**src/rtl/seg7_pkg.sv**
```systemverilog
// Shared 7-segment glyph table (segments a..g on bits 0..6, active-high).
// Used by every counter/decoder tile so that all displays render identical glyphs.
package seg7_pkg;

    localparam logic [6:0] SEG_0     = 7'h3F;
    localparam logic [6:0] SEG_1     = 7'h06;
    localparam logic [6:0] SEG_2     = 7'h5B;
    localparam logic [6:0] SEG_3     = 7'h4F;
    localparam logic [6:0] SEG_4     = 7'h66;
    localparam logic [6:0] SEG_5     = 7'h6D;
    localparam logic [6:0] SEG_6     = 7'h7D;
    localparam logic [6:0] SEG_7     = 7'h07;
    localparam logic [6:0] SEG_8     = 7'h7F;
    localparam logic [6:0] SEG_9     = 7'h6F;
    localparam logic [6:0] SEG_A     = 7'h77;
    localparam logic [6:0] SEG_B     = 7'h7C;
    localparam logic [6:0] SEG_C     = 7'h39;
    localparam logic [6:0] SEG_D     = 7'h5E;
    localparam logic [6:0] SEG_E     = 7'h79;
    localparam logic [6:0] SEG_F     = 7'h71;
    localparam logic [6:0] SEG_BLANK = 7'h00;

    function automatic logic [6:0] hex_to_seg(input logic [3:0] nib);
        logic [6:0] seg;
        case (nib)
            4'h0:    seg = SEG_0;
            4'h1:    seg = SEG_1;
            4'h2:    seg = SEG_2;
            4'h3:    seg = SEG_3;
            4'h4:    seg = SEG_4;
            4'h5:    seg = SEG_5;
            4'h6:    seg = SEG_6;
            4'h7:    seg = SEG_7;
            4'h8:    seg = SEG_8;
            4'h9:    seg = SEG_9;
            4'hA:    seg = SEG_A;
            4'hB:    seg = SEG_B;
            4'hC:    seg = SEG_C;
            4'hD:    seg = SEG_D;
            4'hE:    seg = SEG_E;
            default: seg = SEG_F;
        endcase
        return seg;
    endfunction

endpackage

```
**src/rtl/seg7_digit_scanner_if.sv**
```systemverilog
// Display-side bundle of the digit scanner: digit/dp/brightness controls in,
// multiplexed segment bus and digit enables out.
interface seg7_digit_scanner_if #(
    parameter int NUM_DIGITS = 4
);
    logic [4*NUM_DIGITS-1:0] digits_in;
    logic [NUM_DIGITS-1:0]   dp_in;
    logic                    load;
    logic                    blank_lz;
    logic [2:0]              bright;
    logic [6:0]              seg_out;
    logic                    dp_out;
    logic [NUM_DIGITS-1:0]   dig_en;
    logic                    frame_start;

    modport master (
        output digits_in, dp_in, load, blank_lz, bright,
        input  seg_out, dp_out, dig_en, frame_start
    );

    modport slave (
        input  digits_in, dp_in, load, blank_lz, bright,
        output seg_out, dp_out, dig_en, frame_start
    );
endinterface

```
**src/rtl/seg7_hex_decode.sv**
```systemverilog
// Purely combinational nibble to 7-segment decoder built on the shared glyph table.
module seg7_hex_decode
    import seg7_pkg::*;
(
    input  logic [3:0] nibble,
    output logic [6:0] seg
);
    assign seg = hex_to_seg(nibble);
endmodule

```
**src/rtl/seg7_digit_scanner.sv**
```systemverilog
// Time-multiplexes NUM_DIGITS nibbles onto one 7-segment bus with frame-synchronous
// capture, leading-zero blanking and 8-level PWM brightness.
module seg7_digit_scanner
    import seg7_pkg::*;
#(
    parameter int NUM_DIGITS = 4,
    parameter int SUB_TICKS  = 125
) (
    input logic                 clk,
    input logic                 rst,
    seg7_digit_scanner_if.slave bus
);
    localparam int SUB_W  = (SUB_TICKS > 1) ? $clog2(SUB_TICKS) : 1;
    localparam int SLOT_W = (NUM_DIGITS > 1) ? $clog2(NUM_DIGITS) : 1;
    localparam logic [SUB_W-1:0]      SUB_LAST  = SUB_W'(SUB_TICKS - 1);
    localparam logic [SLOT_W-1:0]     SLOT_LAST = SLOT_W'(NUM_DIGITS - 1);
    localparam logic [NUM_DIGITS-1:0] EN_ONE    = NUM_DIGITS'(1);

    logic [SUB_W-1:0]        sub;
    logic [2:0]              phase;
    logic [SLOT_W-1:0]       slot;
    logic                    sub_wrap, phase_wrap, boundary;
    logic [4*NUM_DIGITS-1:0] pend_digits, disp_digits;
    logic [NUM_DIGITS-1:0]   pend_dp, disp_dp;
    logic                    pend_valid;
    logic [NUM_DIGITS-1:0]   blank;
    logic                    zero_above;
    logic [3:0]              cur_nibble;
    logic [6:0]              cur_seg;
    logic                    lit;
    logic [6:0]              seg_q;
    logic                    dp_q;
    logic [NUM_DIGITS-1:0]   dig_en_q;
    logic                    frame_start_q;

    assign sub_wrap   = (sub == SUB_LAST);
    assign phase_wrap = sub_wrap && (phase == 3'd7);
    assign boundary   = phase_wrap && (slot == SLOT_LAST);

    always_ff @(posedge clk) begin
        if (rst) begin
            sub   <= '0;
            phase <= '0;
            slot  <= '0;
        end else begin
            sub <= sub_wrap ? '0 : sub + 1'b1;
            if (sub_wrap)
                phase <= phase + 1'b1;
            if (phase_wrap)
                slot <= (slot == SLOT_LAST) ? '0 : slot + 1'b1;
        end
    end

    // Display only updates on the frame boundary; a load landing on that very cycle
    // goes straight to the display so it is not delayed by a whole frame.
    always_ff @(posedge clk) begin
        if (rst) begin
            pend_digits <= '0;
            pend_dp     <= '0;
            pend_valid  <= 1'b0;
            disp_digits <= '0;
            disp_dp     <= '0;
        end else if (boundary && bus.load) begin
            disp_digits <= bus.digits_in;
            disp_dp     <= bus.dp_in;
            pend_valid  <= 1'b0;
        end else if (boundary && pend_valid) begin
            disp_digits <= pend_digits;
            disp_dp     <= pend_dp;
            pend_valid  <= 1'b0;
        end else if (bus.load) begin
            pend_digits <= bus.digits_in;
            pend_dp     <= bus.dp_in;
            pend_valid  <= 1'b1;
        end
    end

    always_comb begin
        blank      = '0;
        zero_above = 1'b1;
        for (int i = NUM_DIGITS - 1; i > 0; i--) begin
            zero_above = zero_above && (disp_digits[4*i +: 4] == 4'h0);
            blank[i]   = bus.blank_lz && zero_above;
        end
    end

    assign cur_nibble = disp_digits[4*int'(slot) +: 4];
    assign lit        = (phase <= bus.bright);

    seg7_hex_decode u_decode (
        .nibble (cur_nibble),
        .seg    (cur_seg)
    );

    // Segments and dp are gated by the enable so a dark digit never ghosts.
    always_ff @(posedge clk) begin
        if (rst) begin
            seg_q         <= SEG_BLANK;
            dp_q          <= 1'b0;
            dig_en_q      <= '0;
            frame_start_q <= 1'b0;
        end else begin
            dig_en_q      <= lit ? (EN_ONE << slot) : '0;
            seg_q         <= (lit && !blank[slot]) ? cur_seg : SEG_BLANK;
            dp_q          <= lit && disp_dp[slot];
            frame_start_q <= (slot == '0) && (phase == 3'd0) && (sub == '0);
        end
    end

    assign bus.seg_out     = seg_q;
    assign bus.dp_out      = dp_q;
    assign bus.dig_en      = dig_en_q;
    assign bus.frame_start = frame_start_q;

endmodule
```
**src/flat_wrapper.sv**
```systemverilog
// flat-port wrapper written by rule: the top's interface ports become plain ports
module seg7_digit_scanner_flat import seg7_pkg::*;
#(
    parameter int NUM_DIGITS = 4,
    parameter int SUB_TICKS  = 125
)
  (clk, rst, bus_digits_in, bus_dp_in, bus_load, bus_blank_lz, bus_bright, bus_seg_out, bus_dp_out, bus_dig_en, bus_frame_start);
  seg7_digit_scanner_if #(.NUM_DIGITS(NUM_DIGITS)) bus_i ();
  input logic clk;
  input logic rst;
  input wire logic [$bits(bus_i.digits_in)-1:0] bus_digits_in;
  input wire logic [$bits(bus_i.dp_in)-1:0] bus_dp_in;
  input wire logic [$bits(bus_i.load)-1:0] bus_load;
  input wire logic [$bits(bus_i.blank_lz)-1:0] bus_blank_lz;
  input wire logic [$bits(bus_i.bright)-1:0] bus_bright;
  output wire logic [$bits(bus_i.seg_out)-1:0] bus_seg_out;
  output wire logic [$bits(bus_i.dp_out)-1:0] bus_dp_out;
  output wire logic [$bits(bus_i.dig_en)-1:0] bus_dig_en;
  output wire logic [$bits(bus_i.frame_start)-1:0] bus_frame_start;
  assign bus_i.digits_in = bus_digits_in;
  assign bus_i.dp_in = bus_dp_in;
  assign bus_i.load = bus_load;
  assign bus_i.blank_lz = bus_blank_lz;
  assign bus_i.bright = bus_bright;
  assign bus_seg_out = bus_i.seg_out;
  assign bus_dp_out = bus_i.dp_out;
  assign bus_dig_en = bus_i.dig_en;
  assign bus_frame_start = bus_i.frame_start;
  seg7_digit_scanner #(.NUM_DIGITS(NUM_DIGITS), .SUB_TICKS(SUB_TICKS)) u_core (.clk(clk), .rst(rst), .bus(bus_i));
endmodule
```
**config.mk**
```make
export PLATFORM = sky130hd
export DESIGN_NAME = seg7_digit_scanner_flat
export DESIGN_NICKNAME = d
export VERILOG_FILES = /design/src/rtl/seg7_pkg.sv /design/src/rtl/seg7_digit_scanner_if.sv /design/src/rtl/seg7_hex_decode.sv /design/src/rtl/seg7_digit_scanner.sv /design/src/flat_wrapper.sv
export SDC_FILE = /design/constraint.sdc
export NUM_CORES = 1
export LEC_CHECK = 0
export ABC_AREA = 1
export BUFFER_PORTS_ARGS = -buffer_cell sky130_fd_sc_hd__buf_2
export CORE_MARGIN = 5
export CORE_UTILIZATION = 59
export DETAILED_ROUTE_END_ITERATION = 7
export PLACE_DENSITY = 0.82
export SETUP_SLACK_MARGIN = 0.05
export SLEW_MARGIN = 0
export SYNTH_ARGS = -nofsm -noshare
export SYNTH_HDL_FRONTEND = slang
export SYNTH_HIERARCHICAL = 1
export SYNTH_SLANG_ARGS = --single-unit
```
**constraint.sdc**
```tcl
create_clock -name clk -period 2.1 [get_ports clk]
set_input_delay 0 -clock clk [delete_from_list [all_inputs] [get_ports clk]]
set_output_delay 0 -clock clk [all_outputs]
set_load 0.02 [all_outputs]
```
==> summary.txt, run 1 <==
Run status
  – Status: completed

Synthesis
  – Post-synthesis mux area share: 0%
  – Mapped Cells: 504
  – Register area share after synthesis: 36.86%
  – Compound-Gate Fraction of Synth Area: 14.76%
  – Post-Synth Simple-Gate Area: 28.41%
  – Area share of xor/xnor cells in the synthesized design: 0.4887%
  – Count of unique library cells instantiated by Yosys: 32
  – Post-synthesis adder-cell area fraction: 5.934%
  – Total number of yosys warnings: 6
  – Post-Syn Nets: 548
  – Largest family of logic cells by synthesized area: simple AND/OR/NAND/NOR gates
  – Syn Area/Cell: 7.112 µm²
  – Yosys reg bits: 66
  – Post-synthesis cell area: 3585 µm²

Clock tree
  – Maximum clock insertion buffer count: 2
  – H-tree depth: 3
  – CTS Sinks: 66
  – Clk pin slew, worst setup/hold paths: 0.07 ns
  – CTS tree: built
  – Clock latency at the later pin of the worst-skew pair: 0.34 ns
  – Total CTS buffers: 9
  – CTS Root Cell: clkbuf_8
  – Post-CTS Setup Bufs: 0

STA
  – RSZ-0062 raised after global routing: false
  – Setup violators final: 0
  – Slew @ Worst Pin: 0.7253 ns
  – Total Neg Setup Slack: 0 ns
  – Period utilization: 86.83%
  – Crit path time final: 1.823 ns
  – Max Freq: 0.5484 GHz
  – Slew Viols, Final: 0
  – Hold Fails Final Rpt: 0
  – Clock Skew: 0.009652 ns
  – Max-slew headroom: 51.59%

Global route
  – GRT met3 Usage: 3.481%
  – Vias in the first global route: 3076
  – GR Layer Usage met1: 25.12%
  – Met2 usage: 36.44%
  – Largest net degree at the start of global routing: 40
  – Tot GR Track Use: 20.82%
  – Initial antenna violation count: 0
  – Grt peak-use layer: met2
  – First-pass GRT wire length: 12.88 mm
  – GRT Residual Overflow: 0

Setup path
  – Worst path slowest cell: dfxtp_1
  – Buf/Inv on CP: 4
  – Crit-path max FO: 11
  – WS Path Type: flop to flop
  – Crit-path leading delay family: buffers and inverters
  – Most numerous cell on the critical path: nand2_1
  – Worst Setup Start Kind: flop
  – CP arrival: 2.09 ns
  – CP endpoint kind: flop
  – Slowest stage delay, CP: 0.38 ns
  – Crit-path cells: buf_4, a21oi_1, o21ai_0, o221ai_1, buf_4, ha_1, inv_1, nand2_2, nand2_1, nand2_1, nand2_1, inv_1, nor2_1
  – Req. time, crit path: 2.37 ns

Finish
  – Commonest non-fill, non-tap cell in the layout: nand2_1
  – Diodes inserted: 0
  – Most frequent cells in the layout: nand2_1 (135), inv_1 (80), dfxtp_1 (66)
  – Final net count: 600
  – Area delta synth->final: 15.18%
  – Layout cells sized above 1: 20.14%

Routing
  – DR vias: 3199
  – Via-to-Cell Ratio: 5.030
  – Drt pass-1 iters: 5
  – Avg WL per Cell: 11.61 µm
  – Initial detailed-routing violation count: 156
  – Routed Antenna Nets: 0
  – Routed wire length: 7.382 mm
  – Drt drc: 0

Pwr
  – Static Leakage: 2.104 nW
  – P per Cell Area: 619.2 nW/µm²
  – VDD IR-drop max: 462.8 µV
  – Overall power: 2.557 mW

Placed design
  – Placer Congestion: 0.8929
  – IO buf count: 39
  – HPWL Detailed: 4.984 mm

Die
  – Boundary Pins: 40
  – Initial core utilization: 60.55%
  – Core area: 5921 µm²
  – Die ar.: 7734 µm²
  – Rows: 28
  – Chip height: 87.95 µm
  – Die width: 87.95 µm

Min path
  – HP Class: input port to flop

Job
  – Max Cap Violations: 0
kinds of logic after synthesis:
logic type,count (synthesis)
and+or+nand+nor,226
xor gates and xnor gates,2
buffers and inverters,107
adders and majority gates,17
DFF,66
AOI/OAI and AO/OA,86
area by class of cell:
type	instances	area, µm²
Timing Repair Buffer	64	427.9
Fill cell	504	1792
Multi-Input combinational cell	331	1784
Clock buffer	13	138.9
Sequential cell	66	1321
Inverter	84	322.8
Clock inverter	3	40.04
Tap cell	75	93.84
final timing paths:
path / from / endpoint / slack, ns / cells after the start
worst min register to register: u_core/pend_digits[8] / u_core/pend_digits[8] / 0.48 / 2
worst max-delay path: u_core/slot[0] / u_core/bus.seg_out[3] / 0.28 / 13
worst max register to register: u_core/slot[0] / u_core/bus.seg_out[3] / 0.28 / 13
worst min-delay path: bus_digits_in[12] / u_core/pend_digits[12] / 0.01 / 4
where the power goes:
group	internal [mW]	switching, mW
logic	0.107	0.137
registers	1.30	0.0204
clock network	0.546	0.450
total	1.95	0.608
through the flow:
step           util [%]  area, µm²  instances  hold WS, ns  setup slack [ns]
4_1_cts           69.63       4123        636     0.004566            0.1508
3_5_place_dp      64.41       3814        607       0.2179            0.1854
3_3_place_gp      64.41       3814        607       0.2285            0.2978
5_1_grt           69.74       4129        636      0.03406           0.06183
2_1_floorplan         -       3585        504      0.07931            0.2738
6_report          69.74       4129        636     0.009918            0.2765
sequential cells by signal, indices dropped and copies added, names as in the netlist:
name and flops:
u_core/bus.frame_start 1, u_core/slot 2, u_core/bus.seg_out 7, u_core/bus.dp_out 1, u_core/pend_dp 4, u_core/phase 3, u_core/bus.dig_en 4, u_core/sub 7
u_core/disp_dp 4, u_core/pend_valid 1, u_core/disp_digits 16, u_core/pend_digits 16
tightest hold or removal path: cells and delay by family:
family                 cells  cell delay [ns]
buffers and inverters      1             0.07
and+or+nand+nor            2             0.18
AOI/OAI and AO/OA          1             0.06
synthesized netlist by cell type (all sizes together):
master  instances  share of area (%)
clkbuf          4               0.42
or2            11                1.9
or3             1               0.17
nor2           39                4.5
inv            84                9.0
ha             17                5.9
nor3b           1               0.21
xor2            2               0.49
nor3            3               0.42
o21ai          26                3.7
nand4           6                1.9
nand2         142                 15
buf            19                4.1
o21bai          2               0.42
dfxtp          66                 37
a21oi          54                9.6
nand3          21                3.6
nor4            1               0.17
and3            1               0.17
o221ai          4               0.98
timing repair:
item,4_1_cts,5_1_grt
resized for setup,0,2
hold buffers,13,0
endpoints found under the setup margin,0,7
hold endpoints to repair,17,0
metal layers:
layer	share of wire [%]	vias to the layer above	routed length [µm]
met1	46	1424	3374
li1	-	1671	-
met2	47	91	3462
met5	0	-	0
met3	5.7	13	418
met4	1.7	0	126
Power figures use the tool's default switching activity.
==> inputs of run 2 (changes only) <==
--- a/config.mk
+++ b/config.mk
@@ -8,9 +8,9 @@
 export ABC_AREA = 1
 export BUFFER_PORTS_ARGS = -buffer_cell sky130_fd_sc_hd__buf_2
 export CORE_MARGIN = 5
-export CORE_UTILIZATION = 59
+export CORE_UTILIZATION = 63
 export DETAILED_ROUTE_END_ITERATION = 7
-export PLACE_DENSITY = 0.82
+export PLACE_DENSITY = 0.87
 export SETUP_SLACK_MARGIN = 0.05
 export SLEW_MARGIN = 0
 export SYNTH_ARGS = -nofsm -noshare
==> constraint.sdc (replaced) <==
create_clock -name clk -period 2.2 [get_ports clk]
set_input_delay 0 -clock clk [delete_from_list [all_inputs] [get_ports clk]]
set_output_delay 0 -clock clk [all_outputs]
set_load 0.02 [all_outputs]
==> summary.txt, run 2 (synthesis gave the netlist of run 1 again) <==
Run status
  – Status: completed

Clock tree
  – Clock latency at the later pin of the worst-skew pair: 0.35 ns
  – Clk pin slew, worst setup/hold paths: 0.07 ns
  – CTS Sinks: 66
  – H-tree depth: 3
  – Maximum clock insertion buffer count: 2
  – CTS tree: built
  – CTS Root Cell: clkbuf_8
  – Total CTS buffers: 9
  – Post-CTS Setup Bufs: 0

Min path
  – Hold Path Origin: bus_digits_in[7]
  – Cell depth of the worst min-delay path: 4
  – HP Class: input port to flop

STA
  – Hold Fails Final Rpt: 0
  – Period utilization: 91.03%
  – Setup violators final: 0
  – RSZ-0062 raised after global routing: false
  – Max Freq: 0.4993 GHz
  – Slew Viols, Final: 0
  – Crit path time final: 2.003 ns
  – Max-slew headroom: 50.54%
  – Clock Skew: 0.009446 ns
  – Slew @ Worst Pin: 0.7419 ns
  – Total Neg Setup Slack: 0 ns
  – Final WS setup: 0.1972 ns

Finish
  – Most frequent cells in the layout: nand2_1 (135), inv_1 (80), dfxtp_1 (65)
  – Design area: 4189 µm²
  – Commonest non-fill, non-tap cell in the layout: nand2_1
  – Final net count: 598
  – Biggest regs: u_core/disp_digits (16), u_core/pend_digits (16)
  – Area delta synth->final: 16.86%
  – Diodes inserted: 0
  – Layout cells sized above 1: 20.04%

Die
  – Die width: 85.43 µm
  – Rows: 27
  – Initial core utilization: 65.10%
  – Die ar.: 7298 µm²
  – Chip height: 85.43 µm
  – Core area: 5507 µm²
  – Boundary Pins: 40

Setup path
  – Req. time, crit path: 2.47 ns
  – Worst Setup Start Kind: flop
  – RR Startpoint: u_core/slot[0]
  – CP endpoint kind: flop
  – WS Path Type: flop to flop
  – Crit-path max FO: 6
  – CP arrival: 2.28 ns
  – CP Launch Point: u_core/slot[0]
  – Length in cells of the worst reg-to-reg path: 11

Global route
  – Initial antenna violation count: 0
  – GRT Residual Overflow: 0
  – Tot GR Track Use: 22.12%
  – First-pass GRT wire length: 13.00 mm
  – Vias in the first global route: 2986
  – Largest net degree at the start of global routing: 43

Routing
  – Routed Antenna Nets: 0
  – Avg WL per Cell: 12.06 µm
  – Drt pass-1 iters: 4
  – Via-to-Cell Ratio: 5.008
  – Drt drc: 0
  – DR vias: 3160
  – Initial detailed-routing violation count: 173
  – Routed wire length: 7.613 mm

Placed design
  – Placer Congestion: 0.9477
  – Post-DP Area: 3752 µm²
  – Pre-CTS WS: 0.1645 ns
  – IO buf count: 39
  – HPWL Detailed: 5.063 mm

Pwr
  – P per Cell Area: 659.9 nW/µm²
  – VDD IR-drop max: 440.6 µV
  – Static Leakage: 2.120 nW

Job
  – Max Cap Violations: 0
-- run 2: report_power, final --
group | switching [mW] | total, mW | internal, mW
Clock | 0.457 | 1.27 | 0.815
Sequential | 0.0202 | 1.26 | 1.24
Combinational | 0.132 | 0.236 | 0.104
Total | 0.609 | 2.76 | 2.16
-- run 2: final cells by class --
class | count | area [µm²]
inverter | 84 | 322.8
multi-input combinational | 331 | 1790
timing repair buffer | 62 | 410.4
tap | 72 | 90.09
sequential | 66 | 1323
clock buffer | 12 | 155.1
clock inverter | 4 | 97.59
fill | 392 | 1318
-- run 2: what timing repair did --
item	CTS	global route
resized for setup	0	3
hold buffers	17	0
endpoints found under the setup margin	0	7
endpoints found under the hold margin	21	0
-- run 2: stage by stage --
| step | util, % | power, mW | instances | hold WS (ns) |
|---|---|---|---|---|
| after floorplan | - | 1.432 | 504 | 0.07931 |
| after global placement | 68.14 | 1.485 | 598 | 0.2331 |
| after detailed placement | 68.14 | 1.494 | 598 | 0.2344 |
| after CTS | 75.82 | 2.784 | 631 | 0.003907 |
| after global routing | 76.07 | 2.885 | 631 | 0.02251 |
| final | 76.07 | 2.764 | 631 | 0.01551 |
-- run 2: worst paths after layout --
path / endpoint / slack (ns)
worst min-delay path: u_core/pend_digits[7] / 0.02
worst min register to register: u_core/pend_digits[15] / 0.48
worst max register to register: u_core/bus.seg_out[1] / 0.20
worst max-delay path: u_core/bus.seg_out[1] / 0.20
-- run 2: worst max-delay path, stage by stage (launching register included) --
cell      delay [ns]
dfxtp_1         0.39
inv_1           0.14
o21ai_0         0.24
o21bai_1        0.17
o221ai_2        0.18
inv_1           0.17
ha_1            0.27
nand2_2         0.07
nand2_1         0.06
nand2_1         0.06
inv_1           0.05
nor2_1          0.11
-- run 2: routing by layer --
metal / global-route usage [%] / vias to the layer above / routed length, µm / share of wire (%)
met1: 26.13 / 1410 / 3356 / 44
met2: 37.36 / 69 / 3687 / 48
met5: 0 / - / 0 / 0
li1: - / 1667 / - / -
met4: 12.09 / 0 / 175 / 2.3
met3: 4.466 / 14 / 393 / 5.2
==> inputs of run 3 (changes only) <==
--- a/config.mk
+++ b/config.mk
@@ -7,8 +7,10 @@
 export LEC_CHECK = 0
 export ABC_AREA = 1
 export BUFFER_PORTS_ARGS = -buffer_cell sky130_fd_sc_hd__buf_2
+export CELL_PAD_IN_SITES_DETAIL_PLACEMENT = 1
+export CELL_PAD_IN_SITES_GLOBAL_PLACEMENT = 1
 export CORE_MARGIN = 5
-export CORE_UTILIZATION = 63
+export CORE_UTILIZATION = 46
 export DETAILED_ROUTE_END_ITERATION = 7
 export PLACE_DENSITY = 0.87
 export SETUP_SLACK_MARGIN = 0.05
==> summary.txt, run 3 (synthesis gave the netlist of run 1 again) <==
Placed design
  – IO buf count: 39
  – Pre-CTS WS: 0.1022 ns
  – HPWL Detailed: 6.374 mm
  – Placer Congestion: 0.8235

Global route
  – GRT Residual Overflow: 0
  – Initial antenna violation count: 0
  – Vias in the first global route: 3299
  – Largest net degree at the start of global routing: 45
  – Tot GR Track Use: 19.47%
  – First-pass GRT wire length: 15.49 mm

Clock tree
  – CTS tree: built
  – H-tree depth: 3
  – Clock latency at the later pin of the worst-skew pair: 0.34 ns
  – CTS Sinks: 66
  – Maximum clock insertion buffer count: 2
  – Post-CTS Setup Bufs: 0
  – Clk pin slew, worst setup/hold paths: 0.07 ns
  – CTS Root Cell: clkbuf_8
  – Total CTS buffers: 9

STA
  – Max-slew headroom: 69.36%
  – Slew Viols, Final: 0
  – RSZ-0062 raised after global routing: true
  – Setup violators final: 0
  – Total Neg Setup Slack: 0 ns
  – Slew @ Worst Pin: 0.4596 ns
  – Period utilization: 92.25%
  – Hold Fails Final Rpt: 0
  – Clock Skew: 0.007146 ns
  – Crit path time final: 2.029 ns
  – Max Freq: 0.4927 GHz
  – Final WS setup: 0.1705 ns

Min path
  – HP Class: input port to flop

Finish
  – Fillers: 1010
  – Diodes inserted: 0
  – Area delta synth->final: 14.14%
  – Layout cells sized above 1: 20.22%
  – Most frequent cells in the layout: nand2_1 (135), inv_1 (80), dfxtp_1 (66)
  – Biggest regs: u_core/disp_digits (16), u_core/pend_digits (16)
  – Final net count: 593
  – Commonest non-fill, non-tap cell in the layout: nand2_1

Die
  – Core area: 7647 µm²
  – Initial core utilization: 46.88%
  – Boundary Pins: 40
  – Rows: 32
  – Die width: 98.28 µm
  – Chip height: 98.28 µm
  – Die ar.: 9658 µm²

Setup path
  – Worst path slowest cell: o221ai_2
  – CP arrival: 2.26 ns
  – WS Path Type: flop to flop
  – Worst Setup Start Kind: flop
  – Crit-path cells: inv_1, nand2_1, o221ai_2, inv_1, ha_1, nand2_2, o21ai_2, nand2_1, nand2_1, inv_1, nor2_1
  – Crit-path max FO: 6
  – Slowest stage delay, CP: 0.36 ns
  – Req. time, crit path: 2.43 ns
  – CP endpoint kind: flop

Pwr
  – VDD IR-drop max: 289.9 µV
  – P per Cell Area: 581.1 nW/µm²
  – Static Leakage: 2.068 nW

Routing
  – Via-to-Cell Ratio: 4.974
  – Initial detailed-routing violation count: 106
  – Drt pass-1 iters: 4
  – Drt drc: 0
  – DR vias: 3263
  – Routed wire length: 8.951 mm
  – Avg WL per Cell: 13.64 µm
  – Routed Antenna Nets: 0

Job
  – Max Cap Violations: 0

Run status
  – Status: completed
## run 3: worst paths after layout
check,from,endpoint,slack [ns],depth (start not counted)
max reg2reg,u_core/slot[0],u_core/bus.seg_out[3],0.17,11
min reg2reg,u_core/pend_digits[7],u_core/pend_digits[7],0.48,2
min,bus_dp_in[1],u_core/pend_dp[1],0.01,5
max,u_core/slot[0],u_core/bus.seg_out[3],0.17,11
## run 3: power breakdown
group	switching (mW)	internal (mW)
combinational	0.135	0.0946
sequential	0.0218	1.24
clock	0.454	0.436
total	0.611	1.77
## run 3: repair_timing
action	in CTS	in global routing
setup endpoints to repair	2	7
resized for setup	1	2
hold buffers	9	0
hold endpoints to repair	10	0
## run 3: metal layers
metal	routed length [µm]	global-route usage (%)
met5	0	0
met3	373	3.143
met2	4387	33.09
met1	4046	25.00
met4	143	6.933
## run 3: area by class of cell
| type | instances | area, µm² | area share [%] |
|---|---|---|---|
| inverter | 84 | 322.8 | 7.890 |
| multi-input combinational | 331 | 1790 | 43.76 |
| clock inverter | 3 | 15.01 | 0.3670 |
| tap | 102 | 127.6 | 3.119 |
| clock buffer | 13 | 148.9 | 3.639 |
| timing repair buffer | 57 | 365.4 | 8.930 |
| sequential | 66 | 1321 | 32.29 |
## run 3: worst max-delay path: cells and delay by family, from the launching register on
| family | cells | cell delay [ns] |
|---|---|---|
| flip-flops | 1 | 0.34 |
| buffers and inverters | 3 | 0.41 |
| AND/OR/NAND/NOR | 5 | 0.42 |
| AO/OA/AOI/OAI | 2 | 0.41 |
| adder cells (fa/ha/maj) | 1 | 0.34 |
## run 3: metrics by stage
stage	std cells	area (µm²)	hold WS (ns)	util, %	total power, mW
after global placement	631	3825	0.2421	50.02	1.489
after CTS	656	4085	0.001407	53.42	2.403
after detailed placement	631	3825	0.2508	50.02	1.504
after global routing	656	4091	0.02412	53.50	2.495
final	656	4091	0.01386	53.50	2.378
after floorplan	504	3585	0.07931	-	1.432
